### src/rtl/twiddle_fetch_if.sv
// Twiddle fetch bundle: frame control, twiddle ROM read port and butterfly stream.
// The master side is the fetch controller.
interface twiddle_fetch_if #(
   parameter int ADDR_W = 2,
   parameter int DATA_W = 28
);
   logic              start;
   logic              busy;
   logic              done;
   logic [ADDR_W-1:0] rom_addr;
   logic [DATA_W-1:0] rom_data;
   logic [DATA_W-1:0] tw_data;
   logic              tw_valid;
   logic              tw_ready;
   logic              tw_last;

   modport master (
      input  start, rom_data, tw_ready,
      output busy, done, rom_addr, tw_data, tw_valid, tw_last
   );

   modport slave (
      output start, rom_data, tw_ready,
      input  busy, done, rom_addr, tw_data, tw_valid, tw_last
   );
endinterface

### src/rtl/twiddle_fetch_ctrl.sv
// Twiddle ROM read sequencer for one radix-2 FFT stage: issues per-butterfly
// addresses, absorbs the ROM's 1-cycle latency and streams twiddles out.
module twiddle_fetch_ctrl #(
   parameter int ADDR_W      = 2,
   parameter int DATA_W      = 28,
   parameter int FRAME_LEN   = 8,
   parameter int STRIDE_LOG2 = 0,
   parameter int FIFO_DEPTH  = 4
) (
   input  logic            clk,
   input  logic            rst_n,
   twiddle_fetch_if.master bus
);
   localparam int PW = $clog2(FIFO_DEPTH);
   localparam int CW = PW + 1;
   localparam logic [15:0] LAST_B = 16'(FRAME_LEN - 1);

   typedef enum logic [1:0] {IDLE, RUN, DRAIN} state_e;

   state_e            state_q, state_d;
   logic [15:0]       b_q, b_d;
   logic [ADDR_W-1:0] rom_addr_q, rom_addr_d;
   logic [1:0]        vld_pipe_q, vld_pipe_d;
   logic [1:0]        last_pipe_q, last_pipe_d;
   logic [DATA_W:0]   mem_q [FIFO_DEPTH];
   logic [DATA_W:0]   mem_d [FIFO_DEPTH];
   logic [PW-1:0]     wr_ptr_q, wr_ptr_d, rd_ptr_q, rd_ptr_d;
   logic [CW-1:0]     count_q, count_d;
   logic              done_q, done_d;

   logic [CW:0]       occ;
   logic              issue, is_last_b, push, pop;
   logic [DATA_W:0]   head;

   // Credit covers both the FIFO contents and the addresses still in the ROM pipe.
   assign occ       = {1'b0, count_q} + (CW+1)'(vld_pipe_q[0]) + (CW+1)'(vld_pipe_q[1]);
   assign issue     = (state_q == RUN) && (occ < (CW+1)'(FIFO_DEPTH));
   assign is_last_b = (b_q == LAST_B);
   assign push      = vld_pipe_q[1];
   assign pop       = (count_q != '0) && bus.tw_ready;
   assign head      = mem_q[rd_ptr_q];

   always_comb begin
      state_d     = state_q;
      b_d         = b_q;
      rom_addr_d  = rom_addr_q;
      done_d      = 1'b0;
      mem_d       = mem_q;
      wr_ptr_d    = wr_ptr_q;
      rd_ptr_d    = rd_ptr_q;
      vld_pipe_d  = {vld_pipe_q[0], issue};
      last_pipe_d = {last_pipe_q[0], issue && is_last_b};
      count_d     = count_q + CW'(push) - CW'(pop);

      case (state_q)
         IDLE: if (bus.start) begin
            state_d = RUN;
            b_d     = '0;
         end
         RUN: if (issue) begin
            rom_addr_d = ADDR_W'(b_q >> STRIDE_LOG2);
            b_d        = b_q + 16'd1;
            if (is_last_b) state_d = DRAIN;
         end
         DRAIN: if (pop && head[DATA_W]) begin
            state_d = IDLE;
            done_d  = 1'b1;
         end
         default: state_d = IDLE;
      endcase

      if (push) begin
         mem_d[wr_ptr_q] = {last_pipe_q[1], bus.rom_data};
         wr_ptr_d        = wr_ptr_q + PW'(1);
      end
      if (pop) rd_ptr_d = rd_ptr_q + PW'(1);
   end

   always_ff @(posedge clk) begin
      if (!rst_n) begin
         state_q     <= IDLE;
         b_q         <= '0;
         rom_addr_q  <= '0;
         vld_pipe_q  <= '0;
         last_pipe_q <= '0;
         wr_ptr_q    <= '0;
         rd_ptr_q    <= '0;
         count_q     <= '0;
         done_q      <= 1'b0;
      end else begin
         state_q     <= state_d;
         b_q         <= b_d;
         rom_addr_q  <= rom_addr_d;
         vld_pipe_q  <= vld_pipe_d;
         last_pipe_q <= last_pipe_d;
         wr_ptr_q    <= wr_ptr_d;
         rd_ptr_q    <= rd_ptr_d;
         count_q     <= count_d;
         done_q      <= done_d;
      end
      mem_q <= mem_d;
   end

   // A push into a full FIFO without a matching pop would mean the credit logic is broken.
   always_ff @(posedge clk) begin
      if (rst_n) assert (!(push && !pop && (count_q == CW'(FIFO_DEPTH))));
   end

   assign bus.busy     = (state_q != IDLE);
   assign bus.done     = done_q;
   assign bus.rom_addr = rom_addr_q;
   assign bus.tw_valid = (count_q != '0);
   assign bus.tw_data  = bus.tw_valid ? head[DATA_W-1:0] : '0;
   assign bus.tw_last  = bus.tw_valid & head[DATA_W];
endmodule

### src/flat_wrapper.sv
// flat-port wrapper written by rule: the top's interface ports become plain ports
module twiddle_fetch_ctrl_flat 
#(
   parameter int ADDR_W      = 2,
   parameter int DATA_W      = 28,
   parameter int FRAME_LEN   = 8,
   parameter int STRIDE_LOG2 = 0,
   parameter int FIFO_DEPTH  = 4
)
  (clk, rst_n, bus_start, bus_rom_data, bus_tw_ready, bus_busy, bus_done, bus_rom_addr, bus_tw_data, bus_tw_valid, bus_tw_last);
  twiddle_fetch_if #(.ADDR_W(ADDR_W), .DATA_W(DATA_W)) bus_i ();
  input  logic clk;
  input  logic rst_n;
  input wire logic [$bits(bus_i.start)-1:0] bus_start;
  input wire logic [$bits(bus_i.rom_data)-1:0] bus_rom_data;
  input wire logic [$bits(bus_i.tw_ready)-1:0] bus_tw_ready;
  output wire logic [$bits(bus_i.busy)-1:0] bus_busy;
  output wire logic [$bits(bus_i.done)-1:0] bus_done;
  output wire logic [$bits(bus_i.rom_addr)-1:0] bus_rom_addr;
  output wire logic [$bits(bus_i.tw_data)-1:0] bus_tw_data;
  output wire logic [$bits(bus_i.tw_valid)-1:0] bus_tw_valid;
  output wire logic [$bits(bus_i.tw_last)-1:0] bus_tw_last;
  assign bus_i.start = bus_start;
  assign bus_i.rom_data = bus_rom_data;
  assign bus_i.tw_ready = bus_tw_ready;
  assign bus_busy = bus_i.busy;
  assign bus_done = bus_i.done;
  assign bus_rom_addr = bus_i.rom_addr;
  assign bus_tw_data = bus_i.tw_data;
  assign bus_tw_valid = bus_i.tw_valid;
  assign bus_tw_last = bus_i.tw_last;
  twiddle_fetch_ctrl #(.ADDR_W(ADDR_W), .DATA_W(DATA_W), .FRAME_LEN(FRAME_LEN), .STRIDE_LOG2(STRIDE_LOG2), .FIFO_DEPTH(FIFO_DEPTH)) u_core (.clk(clk), .rst_n(rst_n), .bus(bus_i));
endmodule
### config.mk
export PLATFORM = sky130hd
export DESIGN_NAME = twiddle_fetch_ctrl_flat
export DESIGN_NICKNAME = d
export VERILOG_FILES = /design/src/rtl/twiddle_fetch_if.sv /design/src/rtl/twiddle_fetch_ctrl.sv /design/src/flat_wrapper.sv
export SDC_FILE = /design/constraint.sdc
export NUM_CORES = 1
export LEC_CHECK = 0
export CAP_MARGIN = 10
export CORE_AREA = 8 8 119 121
export CTS_CLUSTER_SIZE = 25
export DETAILED_ROUTE_END_ITERATION = 12
export DIE_AREA = 0 0 127 129
export HOLD_SLACK_MARGIN = 0.03
export MAX_ROUTING_LAYER = met4
export PLACE_DENSITY = 0.74
export SYNTH_ARGS = -nofsm -noshare
export SYNTH_HDL_FRONTEND = slang
export SYNTH_SLANG_ARGS = --single-unit
### constraint.sdc
create_clock -name clk -period 2.05 [get_ports clk]
set_input_delay 0.3075 -clock clk [delete_from_list [all_inputs] [get_ports clk]]
set_output_delay 0.3075 -clock clk [all_outputs]
set_load 0.01 [all_outputs]
==> impl_metrics.py <==
metrics = {
    "floorplanning": {
        "initial_utilization_pct": 48.8,
        "placeableCoreArea_um2": 12300,
        "die_width_um": 127,
        "die-area_um2": 16400,
        "ios": 66,
        "floorplan.rows": 41,
        "dieHeight_um": 129,
    },
    "place": {
        "gp_routability_congestion": 0.830,
        "dp_hpwl_mm": 7.65,
        "dp_slack_ns": -0.0384,
        "place.port_buffers": 65,
        "dpl.cell_count": 601,
        "postPlaceCellArea_um2": 7020,
    },
    "yosys": {
        "synth-warning-count": 0,
        "synth-compound-area-share_pct": 4.27,
        "synthSimpleGateAreaFrac_pct": 11.4,
        "yosys.area.top_type": "sky130_fd_sc_hd__edfxtp_1",
        "yosys.area_share.xor_xnor_pct": 0.728,
        "count_of_flip_flops_with_a_built_in_enable_after_synthesis": 116,
        "synthTopCellsByArea": "sky130_fd_sc_hd__edfxtp_1 (58%), sky130_fd_sc_hd__mux4_2 (11%), sky130_fd_sc_hd__dfxtp_1 (11%)",
        "synthesis.instances": 380,
        "synth_top_area_share_pct": 57.9,
        "synthesis_stage_register_bit_count": 148,
        "synth.avg_cell_area_um2": 15.8,
        "synth-main-ff-cell": "sky130_fd_sc_hd__edfxtp_1",
        "proportion_of_synthesized_area_in_mux_cells_pct": 11.2,
        "post_synth_num_cell_types": 48,
        "ys_async_sr_fraction_pct": 0,
        "synth_seq_area_share_pct": 68.6,
        "synth_top_family_by_area": "simple AND/OR/NAND/NOR gates",
        "post_synth_instance_area_um2": 6010,
        "syn_nets": 421,
        "synthAdderAreaFrac_pct": 2.00,
    },
    "route": {
        "detail_route.wl_per_cell_um": 18.9,
        "first_pass_iters": 4,
        "dr.first_iter.drc_count": 230,
        "post_drt_via_cell_ratio": 5.53,
        "total_via_count_in_the_routed_design": 3515,
        "antenna_violating_nets_post_route": 0,
        "route.detailed.drc": 0,
        "wirelength_mm": 12.0,
    },
    "cells_and_area": {
        "antenna-diode-count": 0,
        "fin_util_pct": 62.4,
        "post_layout_nonfiller_instances": 636,
        "layout-drive-gt1-share_pct": 28.8,
        "stdcell_area_um2": 7690,
        "areaGrowthSynthToFinish_pct": 27.9,
        "layout.nets": 514,
    },
    "timing": {
        "tightestPinTransition_ns": 0.514,
        "hold_viol_final": 0,
        "worst_slew_margin_rel_pct": 65.7,
        "final_period_utilization_pct": 105,
        "worst_slack_ns": -0.104,
        "slew_viol_final": 0,
        "shortest_clock_period_the_worst_path_allows_after_layout_ns": 2.15,
        "setup_repair_after_global_routing_missed_its_margin": "true",
        "timing.fmax_ghz": 0.464,
        "finalSetupViolCount": 29,
        "finClkSkew_ns": 0.00601,
    },
    "power": {
        "finalPower_w": 0.00918,
        "power_density_nw_per_um2": 1190,
        "clkPwrFrac_pct": 34.6,
        "pwr-share-comb_pct": 28.5,
        "netSwitchingFraction_pct": 25.4,
        "power_frac_seq_pct": 36.8,
        "total_switching_power_w": 0.00234,
        "power_leakage_nw": 2.66,
        "power_report.internal_total_w": 0.00685,
        "ir_worst_vdd_v": 0.000695,
    },
    "global_route": {
        "globalRoute.totalOverflow": 0,
        "grt_pass1_wl_mm": 19.3,
        "grt_antenna_before_repair": 0,
        "largest_net_degree_at_the_start_of_global_routing": 36,
        "grt_pass1_vias": 3714,
        "grt.total_usage_pct": 16.3,
    },
    "critical_path": {
        "crit_path_end_kind": "output pin",
        "worst-endpoint-required_ns": 1.74,
        "timing.critical_path.from_type": "register",
        "timing.setup.critical_path_class": "register to output pin",
        "critPathArrivalTime_ns": 1.85,
        "reg2reg_slack_ns": 0.14,
        "crit_path_max_fanout": 7,
    },
    "clocking": {
        "htreeDepth": 4,
        "cts_inserted_buffers": 17,
        "clock_sink_count": 148,
        "insertion_delay_ns": 0.42,
        "cts.root.buffer_cell": "sky130_fd_sc_hd__clkbuf_16",
        "cts_clk_pin_slew_worst_paths_ns": 0.06,
        "clock_tree_from_tritoncts": "done",
        "clk_path_buf_depth": 2,
        "cts_hold_buf": 0,
    },
    "status": {
        "run_status": "finished with violations",
        "failed_checks": "negative setup slack",
    },
    "run": {
        "drv.max_cap_violation_count": 0,
    },
    "hold_path": {
        "hp-class": "register to register",
    },
}
synthesized netlist by cell type, types with 2 or more instances:
library cell	count
sky130_fd_sc_hd__edfxtp_1	116
sky130_fd_sc_hd__dfxtp_1	32
sky130_fd_sc_hd__nor3_1	3
sky130_fd_sc_hd__nand3b_1	2
sky130_fd_sc_hd__nor2_1	17
sky130_fd_sc_hd__inv_1	9
sky130_fd_sc_hd__o21ai_2	2
sky130_fd_sc_hd__and2_1	42
sky130_fd_sc_hd__or3_1	7
sky130_fd_sc_hd__o2111ai_1	2
sky130_fd_sc_hd__ha_1	8
sky130_fd_sc_hd__clkbuf_1	11
sky130_fd_sc_hd__xnor2_1	3
sky130_fd_sc_hd__mux4_2	29
sky130_fd_sc_hd__mux2i_1	2
sky130_fd_sc_hd__o21ai_0	9
sky130_fd_sc_hd__nor4_1	2
sky130_fd_sc_hd__nand3_1	17
sky130_fd_sc_hd__buf_2	6
sky130_fd_sc_hd__o31ai_1	3
sky130_fd_sc_hd__o211ai_1	3
sky130_fd_sc_hd__nor2b_1	2
sky130_fd_sc_hd__nand2_1	16
sky130_fd_sc_hd__nand4_1	8
sky130_fd_sc_hd__a21oi_1	5
sky130_fd_sc_hd__xor2_1	2
sequential cells by signal, summed over array words and instances (netlist names):
register,flops
u_core.b_q,16
u_core.bus.done,1
u_core.bus.rom_addr,2
u_core.count_q,3
u_core.last_pipe_q,2
u_core.mem_q,116
u_core.rd_ptr_q,2
u_core.state_q,2
u_core.vld_pipe_q,2
u_core.wr_ptr_q,2
through the flow:
stage / TNS (ns) / hold slack [ns]
3_3_place_gp: -0.00639 / 0.430
6_report: -1.66 / 0.445
2_1_floorplan: 0 / 0.406
5_1_grt: -3.95 / 0.466
4_1_cts: -3.21 / 0.445
3_5_place_dp: -0.162 / 0.428
power by group through the flow:
stage	Sequential (W)	Combinational, W	Clock, W
2_1_floorplan	0.00342	0.00128	0
3_3_place_gp	0.00343	0.00242	0
3_5_place_dp	0.00344	0.00246	0
4_1_cts	0.00338	0.00272	0.00325
5_1_grt	0.00339	0.00284	0.00337
6_report	0.00338	0.00262	0.00318
final cells by class:
type | count | area (um2)
clock buffer | 18 | 429
clock inverter | 14 | 183
fill | 894 | 4620
inverter | 9 | 33.8
multi-input combinational | 205 | 1830
sequential | 148 | 4130
tap | 150 | 188
timing repair buffer | 92 | 897
worst paths after layout:
kind / from / cells past startpoint / end
min: u_core.last_pipe_q[0] / 1 / u_core.last_pipe_q[1]
max reg2reg: u_core.count_q[1] / 8 / u_core.count_q[2]
min reg2reg: u_core.last_pipe_q[0] / 1 / u_core.last_pipe_q[1]
max: u_core.rd_ptr_q[0] / 5 / bus_tw_data[11]
critical path: stages, from the launching register on:
cell	delay [ns]
sky130_fd_sc_hd__dfxtp_4	0.38
sky130_fd_sc_hd__buf_12	0.12
sky130_fd_sc_hd__buf_12	0.13
sky130_fd_sc_hd__mux4_2	0.50
sky130_fd_sc_hd__and2_4	0.17
sky130_fd_sc_hd__buf_6	0.11
cells by family after synthesis:
family | Yosys count
AOI/OAI and AO/OA | 36
DFF | 148
muxes | 31
xor gates and xnor gates | 5
and+or+nand+nor | 124
buffers and inverters | 27
adders and majority gates | 9
cells in the final DEF, fill, tap and decap left out, types with 3 or more instances in the layout:
cell,count
sky130_fd_sc_hd__edfxtp_1,116
sky130_fd_sc_hd__clkdlybuf4s50_1,35
sky130_fd_sc_hd__dfxtp_1,31
sky130_fd_sc_hd__mux4_2,29
sky130_fd_sc_hd__and2_1,26
sky130_fd_sc_hd__buf_4,19
sky130_fd_sc_hd__buf_6,18
sky130_fd_sc_hd__nor2_1,17
sky130_fd_sc_hd__nand3_1,17
sky130_fd_sc_hd__clkbuf_16,17
sky130_fd_sc_hd__and2_4,16
sky130_fd_sc_hd__nand2_1,15
sky130_fd_sc_hd__buf_2,13
sky130_fd_sc_hd__inv_1,9
sky130_fd_sc_hd__o21ai_0,9
sky130_fd_sc_hd__nand4_1,8
sky130_fd_sc_hd__ha_1,8
sky130_fd_sc_hd__or3_1,6
sky130_fd_sc_hd__a21oi_1,5
sky130_fd_sc_hd__buf_12,5
sky130_fd_sc_hd__bufinv_16,4
sky130_fd_sc_hd__nor3_1,3
sky130_fd_sc_hd__o211ai_1,3
sky130_fd_sc_hd__o31ai_1,3
sky130_fd_sc_hd__xnor2_1,3
sky130_fd_sc_hd__clkinv_1,3
routing by layer:
layer,GRT usage [%],wire length [um],share of wire [%]
met1,18.0,5040,42
met2,27.1,6170,51
met3,5.09,637,5.3
met4,6.51,170,1.4
met5,-,0,0
what timing repair did:
item / CTS / global route
gates cloned: 2 / 0
gates resized for setup: 151 / 7
buffers inserted: 3 / 0
endpoints found under the setup margin: 30 / 30
pin swaps: 16 / 0
(Power assumes the default switching activity.)
